**src/rtl/lsu_pkg.sv**
```systemverilog
// lsu_pkg: funct3 encodings, FSM state type and lane helpers for the load/store unit
package lsu_pkg;
  localparam logic [2:0] F3_B  = 3'b000;
  localparam logic [2:0] F3_H  = 3'b001;
  localparam logic [2:0] F3_W  = 3'b010;
  localparam logic [2:0] F3_BU = 3'b100;
  localparam logic [2:0] F3_HU = 3'b101;

  typedef enum logic [1:0] {IDLE, ACC0, ACC1, RESP} state_t;

  function automatic logic [3:0] size_mask(input logic [2:0] f3);
    return f3[1:0] == 2'b00 ? 4'b0001 : f3[1:0] == 2'b01 ? 4'b0011 : 4'b1111;
  endfunction

  function automatic logic f3_legal(input logic we, input logic [2:0] f3);
    return (f3 == F3_B) || (f3 == F3_H) || (f3 == F3_W) ||
           (!we && ((f3 == F3_BU) || (f3 == F3_HU)));
  endfunction

  function automatic logic is_split(input logic [2:0] f3, input logic [1:0] off);
    return (f3[1:0] == 2'b10 && off != 2'b00) || (f3[1:0] == 2'b01 && off == 2'b11);
  endfunction
endpackage

```
**src/rtl/lsu_lane_align.sv**
```systemverilog
// lsu_lane_align: store byte-lane shift/mask and load shift/extend across two words
module lsu_lane_align
  import lsu_pkg::*;
(
  input  logic [2:0]  funct3_i,
  input  logic [1:0]  off_i,
  input  logic [31:0] wdata_i,
  input  logic [31:0] word0_i,
  input  logic [31:0] word1_i,
  output logic [7:0]  mask_o,
  output logic [63:0] wvec_o,
  output logic [31:0] rdata_o
);
  logic [31:0] rvec;

  always_comb begin
    mask_o  = {4'b0000, size_mask(funct3_i)} << off_i;
    wvec_o  = {32'd0, wdata_i} << {off_i, 3'b000};
    rvec    = 32'({word1_i, word0_i} >> {off_i, 3'b000});
    rdata_o = funct3_i == F3_B  ? {{24{rvec[7]}}, rvec[7:0]}   :
              funct3_i == F3_H  ? {{16{rvec[15]}}, rvec[15:0]} :
              funct3_i == F3_BU ? {24'd0, rvec[7:0]}           :
              funct3_i == F3_HU ? {16'd0, rvec[15:0]}          : rvec;
  end
endmodule

```
**src/rtl/load_store_unit.sv**
```systemverilog
// load_store_unit: MEM-stage initiator to word-organised data memory
// Misaligned accesses are split into two word accesses; mem outputs are registered.
module load_store_unit
  import lsu_pkg::*;
#(
  parameter int DM_ADDRESS       = 9,
  parameter int DATA_W           = 32,
  parameter int ALLOW_MISALIGNED = 1
) (
  input  logic                  clk_i,
  input  logic                  reset_i,
  input  logic                  req_valid_i,
  output logic                  req_ready_o,
  input  logic                  req_we_i,
  input  logic [2:0]            req_funct3_i,
  input  logic [DM_ADDRESS-1:0] req_addr_i,
  input  logic [DATA_W-1:0]     req_wdata_i,
  output logic                  resp_valid_o,
  output logic [DATA_W-1:0]     resp_rdata_o,
  output logic                  resp_err_o,
  output logic [DM_ADDRESS-1:0] mem_addr_o,
  output logic                  mem_re_o,
  output logic [3:0]            mem_wr_o,
  output logic [DATA_W-1:0]     mem_wdata_o,
  input  logic [DATA_W-1:0]     mem_rdata_i
);
  state_t                state_q;
  logic                  we_q, split_q, err_q, mem_re_q;
  logic [2:0]            f3_q;
  logic [1:0]            off_q;
  logic [3:0]            mask_hi_q, mem_wr_q;
  logic [DATA_W-1:0]     word0_q, wdata_hi_q, mem_wdata_q;
  logic [DM_ADDRESS-1:0] mem_addr_q;
  logic                  split_d, err_d;
  logic [7:0]            mask;
  logic [63:0]           wvec;
  logic [DATA_W-1:0]     al_rdata;

  // In IDLE the aligner sees the incoming request; afterwards the latched one
  lsu_lane_align u_align (
    .funct3_i (state_q == IDLE ? req_funct3_i : f3_q),
    .off_i    (state_q == IDLE ? req_addr_i[1:0] : off_q),
    .wdata_i  (req_wdata_i),
    .word0_i  (split_q ? word0_q : mem_rdata_i),
    .word1_i  (mem_rdata_i),
    .mask_o   (mask),
    .wvec_o   (wvec),
    .rdata_o  (al_rdata)
  );

  always_comb begin
    split_d = is_split(req_funct3_i, req_addr_i[1:0]);
    err_d   = !f3_legal(req_we_i, req_funct3_i) || (ALLOW_MISALIGNED == 0 && split_d);
  end

  always_ff @(posedge clk_i or posedge reset_i) begin
    if (reset_i) begin
      state_q     <= IDLE;
      we_q        <= 1'b0;
      split_q     <= 1'b0;
      err_q       <= 1'b0;
      f3_q        <= '0;
      off_q       <= '0;
      mask_hi_q   <= '0;
      word0_q     <= '0;
      wdata_hi_q  <= '0;
      mem_addr_q  <= '0;
      mem_re_q    <= 1'b0;
      mem_wr_q    <= '0;
      mem_wdata_q <= '0;
    end else begin
      mem_re_q <= 1'b0;
      mem_wr_q <= '0;
      case (state_q)
        IDLE: if (req_valid_i) begin
          we_q       <= req_we_i;
          f3_q       <= req_funct3_i;
          off_q      <= req_addr_i[1:0];
          split_q    <= split_d;
          err_q      <= err_d;
          mask_hi_q  <= mask[7:4];
          wdata_hi_q <= wvec[63:32];
          if (err_d) state_q <= RESP;
          else begin
            state_q     <= ACC0;
            mem_addr_q  <= {req_addr_i[DM_ADDRESS-1:2], 2'b00};
            mem_re_q    <= !req_we_i;
            mem_wr_q    <= req_we_i ? mask[3:0] : 4'b0000;
            mem_wdata_q <= wvec[31:0];
          end
        end
        ACC0: if (split_q) begin
          state_q     <= ACC1;
          mem_addr_q  <= mem_addr_q + DM_ADDRESS'(4);
          mem_re_q    <= !we_q;
          mem_wr_q    <= we_q ? mask_hi_q : 4'b0000;
          mem_wdata_q <= wdata_hi_q;
        end else state_q <= RESP;
        ACC1: begin
          word0_q <= mem_rdata_i;
          state_q <= RESP;
        end
        RESP: state_q <= IDLE;
      endcase
    end
  end

  always_comb begin
    req_ready_o  = state_q == IDLE;
    resp_valid_o = state_q == RESP;
    resp_err_o   = state_q == RESP && err_q;
    resp_rdata_o = (state_q == RESP && !err_q && !we_q) ? al_rdata : '0;
    mem_addr_o   = mem_addr_q;
    mem_re_o     = mem_re_q;
    mem_wr_o     = mem_wr_q;
    mem_wdata_o  = mem_wdata_q;
  end
endmodule

```
**config.mk**
```make
export PLATFORM = sky130hd
export DESIGN_NAME = load_store_unit
export DESIGN_NICKNAME = d
export VERILOG_FILES = /design/src/rtl/lsu_pkg.sv /design/src/rtl/lsu_lane_align.sv /design/src/rtl/load_store_unit.sv
export SDC_FILE = /design/constraint.sdc
export NUM_CORES = 1
export LEC_CHECK = 0
export ABC_AREA = 1
export CELL_PAD_IN_SITES_DETAIL_PLACEMENT = 0
export CELL_PAD_IN_SITES_GLOBAL_PLACEMENT = 1
export CORE_AREA = 2 2 145 147
export CTS_CLUSTER_DIAMETER = 200
export DETAILED_ROUTE_END_ITERATION = 8
export DIE_AREA = 0 0 147 149
export PLACE_DENSITY_LB_ADDON = 0.08
export SYNTH_ARGS = -nofsm -noshare
export SYNTH_HDL_FRONTEND = slang
export SYNTH_SLANG_ARGS = --single-unit
```
**constraint.sdc**
```tcl
create_clock -name clk_i -period 4 [get_ports clk_i]
set_input_delay 0.4 -clock clk_i [delete_from_list [all_inputs] [get_ports clk_i]]
set_output_delay 0.4 -clock clk_i [all_outputs]
set_load 0.01 [all_outputs]
```
# [Yosys cells after proc, flatten, opt, wreduce, memory -nomap -nowiden]
# Cells that the tools add are included.
[word_totals] wordCells=89 reg_bits=124
[classes] shift=3 addsub=1 n_reduce_logical=23 n_mux=32 n_eq_ne=17
[ops] operator="$mux W32" n=9
[ops] operator="$pmux W32 S2" n=1
[ops] operator="$shl A32 B5 Y64" n=1
[ops] operator="$shr A64 B5 Y32" n=1
[ops] operator="$mux W4" n=7
[ops] operator="$mux W9" n=3
[ops] operator="$pmux W9 S2" n=1
[ops] operator="$eq A3 B3 Y1 const B" n=4
[ops] operator="$add A9 B3 Y9 const B" n=1
[ops] operator="$eq A2 B2 Y1 const B" n=4
[ops] operator="$pmux W2 S4" n=1
[ops] operator="$pmux W4 S2" n=1
[ops] operator="$shl A4 B2 Y8" n=1
[ops] operator="$eq A2 B1 Y1 const B" n=3
[ops] operator="$eq A3 B1 Y1 const B" n=2
[ops] operator="$logic_and A1 B1 Y1" n=6
[ops] operator="$logic_not A3 Y1" n=2
[ops] operator="$mux W2" n=3
[ops] operator="$logic_or A1 B1 Y1" n=5
[ops] operator="$logic_not A1 Y1" n=4
[ops] operator="$logic_not A2 Y1" n=2
[ops] operator="$mux W1" n=4
[ops] operator="$ne A2 B2 Y1 const B" n=2
[ops] operator="$reduce_and A4 Y1" n=1
[ops] operator="other kinds (6)" n=7

# [Logic depth before layout (Yosys ltp)]
[depth] ltp_word=10 mapped_depth=13 depth_no_buf=11

# [By module]
# A second synthesis with hierarchy kept.
[hier_totals] hier_cells=1266 hier_area_um2=8089.0
[by_module_without_submodules] module="load_store_unit" cells_per_inst=841 seq_area_each_um2=3052.9 n_inst=1 area_each_um2=6009.5
[by_module_without_submodules] module="lsu_lane_align" cells_per_inst=425 seq_area_each_um2=0.0 n_inst=1 area_each_um2=2079.5

# [Worst setup path after synthesis]
# Ideal clock, no wire load.
[synth_timing] path_kind="reg-to-output" startpoint="reg state_q[0]" endpoint="out resp_rdata_o[21]" stages_incl_launch_ff=14 slack_ns=1.696 t_required_ns=3.600 arrival_ns=1.904 path_cell_list="dfrtp_1 inv_1 ha_1 buf_6 nand2_4 nand2_4 buf_6 nand2_1 nand3_2 nand3_4 inv_2 nand2_2 buf_6 nand2_1"
[synth_via] elab_chain_cells=8 word_cells_on_any_way=16 cone_classes="4 x eq/ne; 1 x shift; 7 x mux; 4 x reduce/logical"
[synth_lines] item="from (decl)" line="load_store_unit.sv:27" rtl="state_t state_q;"
[synth_lines] item="from (signal assigned)" line="load_store_unit.sv:58" rtl="state_q <= IDLE;"
[synth_lines] item="from (signal assigned)" line="load_store_unit.sv:83" rtl="if (err_d) state_q <= RESP;"
[synth_lines] item="from (signal assigned)" line="load_store_unit.sv:85" rtl="state_q <= ACC0;"
[synth_lines] item="$logic_not A2 Y1 (*)"
[synth_lines] item="net req_ready_o" line="load_store_unit.sv:13" rtl="output logic req_ready_o,"
[synth_lines] item="$mux W2 / $mux W3 (equally long branches)" line="load_store_unit.sv:42, load_store_unit.sv:41"
[synth_lines] item="$shr A64 B5 Y32 / $eq A3 B3 Y1 (equally long branches)" line="lsu_lane_align.sv:19, lsu_lane_align.sv:23"
[synth_lines] item="$mux W32" line="lsu_lane_align.sv:23" rtl="funct3_i == F3_HU ? {16'd0, rvec[15:0]} : rvec;"
[synth_lines] item="$mux W32" line="lsu_lane_align.sv:22" rtl="funct3_i == F3_BU ? {24'd0, rvec[7:0]} :"
[synth_lines] item="$mux W32" line="lsu_lane_align.sv:21" rtl="funct3_i == F3_H ? {{16{rvec[15]}}, rvec[15:0]} :"
[synth_lines] item="$mux W32 (*)" line="lsu_lane_align.sv:20" rtl="rdata_o = funct3_i == F3_B ? {{24{rvec[7]}}, rvec[7:0]} :"
[synth_lines] item="$mux W32 (*)" line="load_store_unit.sv:112" rtl="resp_rdata_o = (state_q == RESP && !err_q && !we_q) ? al_rdata : '0;"
[synth_lines] item="to (decl)" line="load_store_unit.sv:19" rtl="output logic [DATA_W-1:0] resp_rdata_o,"
# Mark *: on every way through the listed nets, which the timed path passes. The rest lies on a longest branch.

# [Worst setup path after layout]
[layout_timing] startpoint="reg state_q[0]" endpoint="out resp_rdata_o[16]"
[layout_via] elab_chain_cells=8 word_cells_on_any_way=16 cone_classes="4 x eq/ne; 1 x shift; 7 x mux; 4 x reduce/logical"
[layout_lines] item="$logic_not A2 Y1" line="load_store_unit.sv:41, load_store_unit.sv:42"
[layout_lines] item="$mux W2 / $mux W3 (equally long branches)" line="load_store_unit.sv:42, load_store_unit.sv:41"
[layout_lines] item="$shr A64 B5 Y32 / $eq A3 B3 Y1 (equally long branches)" line="lsu_lane_align.sv:19, lsu_lane_align.sv:23"
[layout_lines] item="$mux W32" line="lsu_lane_align.sv:23"
[layout_lines] item="$mux W32" line="lsu_lane_align.sv:22"
[layout_lines] item="$mux W32" line="lsu_lane_align.sv:21"
[layout_lines] item="$mux W32" line="lsu_lane_align.sv:20"
[layout_lines] item="$mux W32 (*)" line="load_store_unit.sv:112"
# Every way passes the cells marked *; elsewhere a longest branch is shown, timed or not.

==> impl_metrics.tcl <==
set metrics [dict create \
    place_congestion 0.847 \
    synth_warnings 0 \
    synth_flop_cell "dfrtp_1" \
    area_growth_syn_to_layout_pct 31.9 \
    period_needed_ps 3790 \
    die_x_um 147 \
    status "finished, final reports clean" \
    slew_headroom_pct 38.9 \
    drc 0 \
    clock_latency_ps 420 \
    syn_avg_cell_area_um2 6.89 \
    cp.arrival_ps 3390 \
    grt_util_all_layers_pct 22.7 \
    synth_edf_count 0 \
    cp.required_ps 3600 \
    dr.pass1.iters 5 \
    clockBufferDepth 2 \
    finalHoldViolations 0 \
    powerDensity_nw_per_um2 936 \
    grt_max_degree 71 \
    synth_top_cell_by_area "dfrtp_1" \
    pre_cts_slack_ps 594 \
    synthTopCellsByArea "dfrtp_1, nand2_1, nand3_1" \
    fp.dieH_um 149 \
    max_slew.worst_pin.slew_ps 916 \
    synth.cell_area_um2 7180 \
    hp-class "reg2reg" \
    fin_crit_sh_pct 94.6 \
    grt-ovfl-total 0 \
    maxSlewViolCount 0 \
    setup_viol 0 \
    core_area_um2 20600 \
    cts_tree "done" \
    timing.setup.tns_ps 0 \
    netlist-cell-type-count 35 \
    diodes 0 \
    via_per_inst 5.09 \
    yosysSeqAreaShare_pct 39.4 \
    drt_iter0_markers 625 \
    ys_ff_latch 113 \
    max_stage_delay_ps 580 \
    final_antenna_net_count 0 \
    die_area_um2 21900 \
    numPortBuffers 158 \
    final_nets 1253 \
    cts_sinks 113 \
    num_rows 53 \
    numCtsBuffers 17 \
    critPathCaptureType "output pin" \
    worstPathCellList "inv_1 -> ha_2 -> buf_4 -> nand2_2 -> nand2_4 -> buf_12 -> nand2_1 -> nand3_1 -> nand3_1 -> nand2_1 -> nand2_1 -> a21oi_1 -> clkdlybuf4s50_1" \
    num_vias 7406 \
    layout-drive-gt1-share_pct 7.28 \
    path_max_fanout 58 \
    crit_top_cell "nand2_1" \
    grt_antenna_before_repair 0 \
    cts-root-buf "clkbuf_16" \
    synthCells 1041 \
    startpoint_type "flip-flop" \
    rsz0062_at_grt "no" \
    grt_pass1_vias 6872 \
    leakagePower_nw 4.40 \
    final.setup_skew_ps 8.83 \
    synth_top_area_share_pct 39.4 \
    io_pins 161 \
    wl_per_cell_um 16.9 \
    wl_um 24600 \
    crit_path_top_delay_cell "clkdlybuf4s50_1" \
    place_hpwl_um 17600 \
    vdd_drop_max_uv 478 \
    async_reset_ff_share_pct 100 \
    crit_type "reg2out" \
    initial_core_util_pct 34.9 \
    post_cts_buffers 0 \
    worst_slack_ps 214 \
    grt_pass1_wl_um 38800 \
    fmax_ghz 0.264 \
    synthTopCellsByCount "nand2_1, dfrtp_1, nand3_1" \
    synth.most_common_cell "nand2_1" \
    maxCapViolCount 0 \
    clk_pin_slew_ps 60 \
    htree_levels 4 \
]
## routing by layer
layer | part of all wire [%] | up-vias | GRT usage, %
li1 | - | 3676 | -
met1 | 46 | 3462 | 32.1
met2 | 47 | 243 | 36.4
met3 | 5.1 | 25 | 4.01
met4 | 1.6 | 0 | 5.77
met5 | 0 | - | 0
## path summary, 6_finish.rpt
path / cells after the start / end / start / slack [ps]
max: 13 / resp_rdata_o[16] / state_q[0] / 210
min: 2 / wdata_hi_q[17] / wdata_hi_q[17] / 480
max reg2reg: 11 / mem_wdata_o[14] / state_q[0] / 930
min reg2reg: 2 / wdata_hi_q[17] / wdata_hi_q[17] / 480
max in group asynchronous: 3 / wdata_hi_q[13] / reset_i / 2650
min in group asynchronous: 2 / word0_q[31] / reset_i / 540
## flip-flops by register name, summed over array words and instances, names as in the netlist
name         cells
err_q            1
f3_q             3
mask_hi_q        3
mem_addr_o       7
mem_re_o         1
mem_wdata_o     32
mem_wr_o         4
off_q            2
split_q          1
state_q          2
wdata_hi_q      24
we_q             1
word0_q         32
## cell type report
| type | count | area (um^2) |
|---|---|---|
| Fill cell | 2163 | 11100 |
| Timing Repair Buffer | 179 | 1750 |
| Clock buffer | 17 | 425 |
| Clock inverter | 15 | 164 |
| Tap cell | 275 | 344 |
| Multi-Input combinational cell | 787 | 3690 |
| Sequential cell | 113 | 2830 |
| Inverter | 70 | 265 |
## placed cells by master (no fill, tap or decap), drive strengths merged, types with 5 or more instances in the layout
cell type	netlist	routed
dfrtp	113	113
a22oi	14	14
clkdlybuf4s50	0	158
o31ai	11	11
nand2	364	364
inv	69	79
ha	5	5
buf	47	21
nor2	74	74
nand3	115	115
a31oi	16	16
o21ai	103	103
clkbuf	25	17
a21oi	56	56
o22ai	5	5
o211ai	11	11
## logic make-up (layout without fill, tap and decap cells)
logic type | Yosys count | after routing | synth area share [%]
AND/OR/NAND/NOR | 555 | 555 | 32.2
AO/OA/AOI/OAI | 220 | 220 | 17.3
buffers and inverters | 142 | 281 | 9.48
flip-flops | 113 | 113 | 39.4
adder cells (fa/ha/maj) | 5 | 5 | 0.872
multiplexers | 4 | 4 | 0.628
other | 1 | 2 | 0.0523
XOR/XNOR | 1 | 1 | 0.122
## timing repair
action | CTS | global route
hold buffers | 0 | 0
resized for setup | 0 | 2
hold endpoints to repair | 0 | 0
setup endpoints to repair | 0 | 22
## per-stage QoR
step | std cells | utilization (%) | cell area [um^2] | hold slack, ps | total power, W
final | 1456 | 46.0 | 9470 | 479 | 0.00886
after global routing | 1456 | 46.0 | 9470 | 499 | 0.00967
after CTS | 1456 | 46.0 | 9460 | 485 | 0.00892
after detailed placement | 1424 | 43.2 | 8870 | 469 | 0.00734
after global placement | 1424 | 43.2 | 8870 | 462 | 0.00733
after floorplan | 1042 | - | 7180 | 448 | 0.00561
## where the power goes
group	total, W	internal (W)	leakage, nW	switching (W)
Clock	0.00155	0.000886	0.281	0.000662
Combinational	0.00534	0.00197	2.74	0.00338
Sequential	0.00197	0.00168	1.38	0.000294
## critical path: cells and delay by family, from the launching register on
family                   cells  cell delay (ps)
buffers and inverters        4             1230
adder cells (fa/ha/maj)      1              300
flip-flops                   1              400
AND/OR/NAND/NOR              7              760
AO/OA/AOI/OAI                1              230
Power figures use the tool's default switching activity.
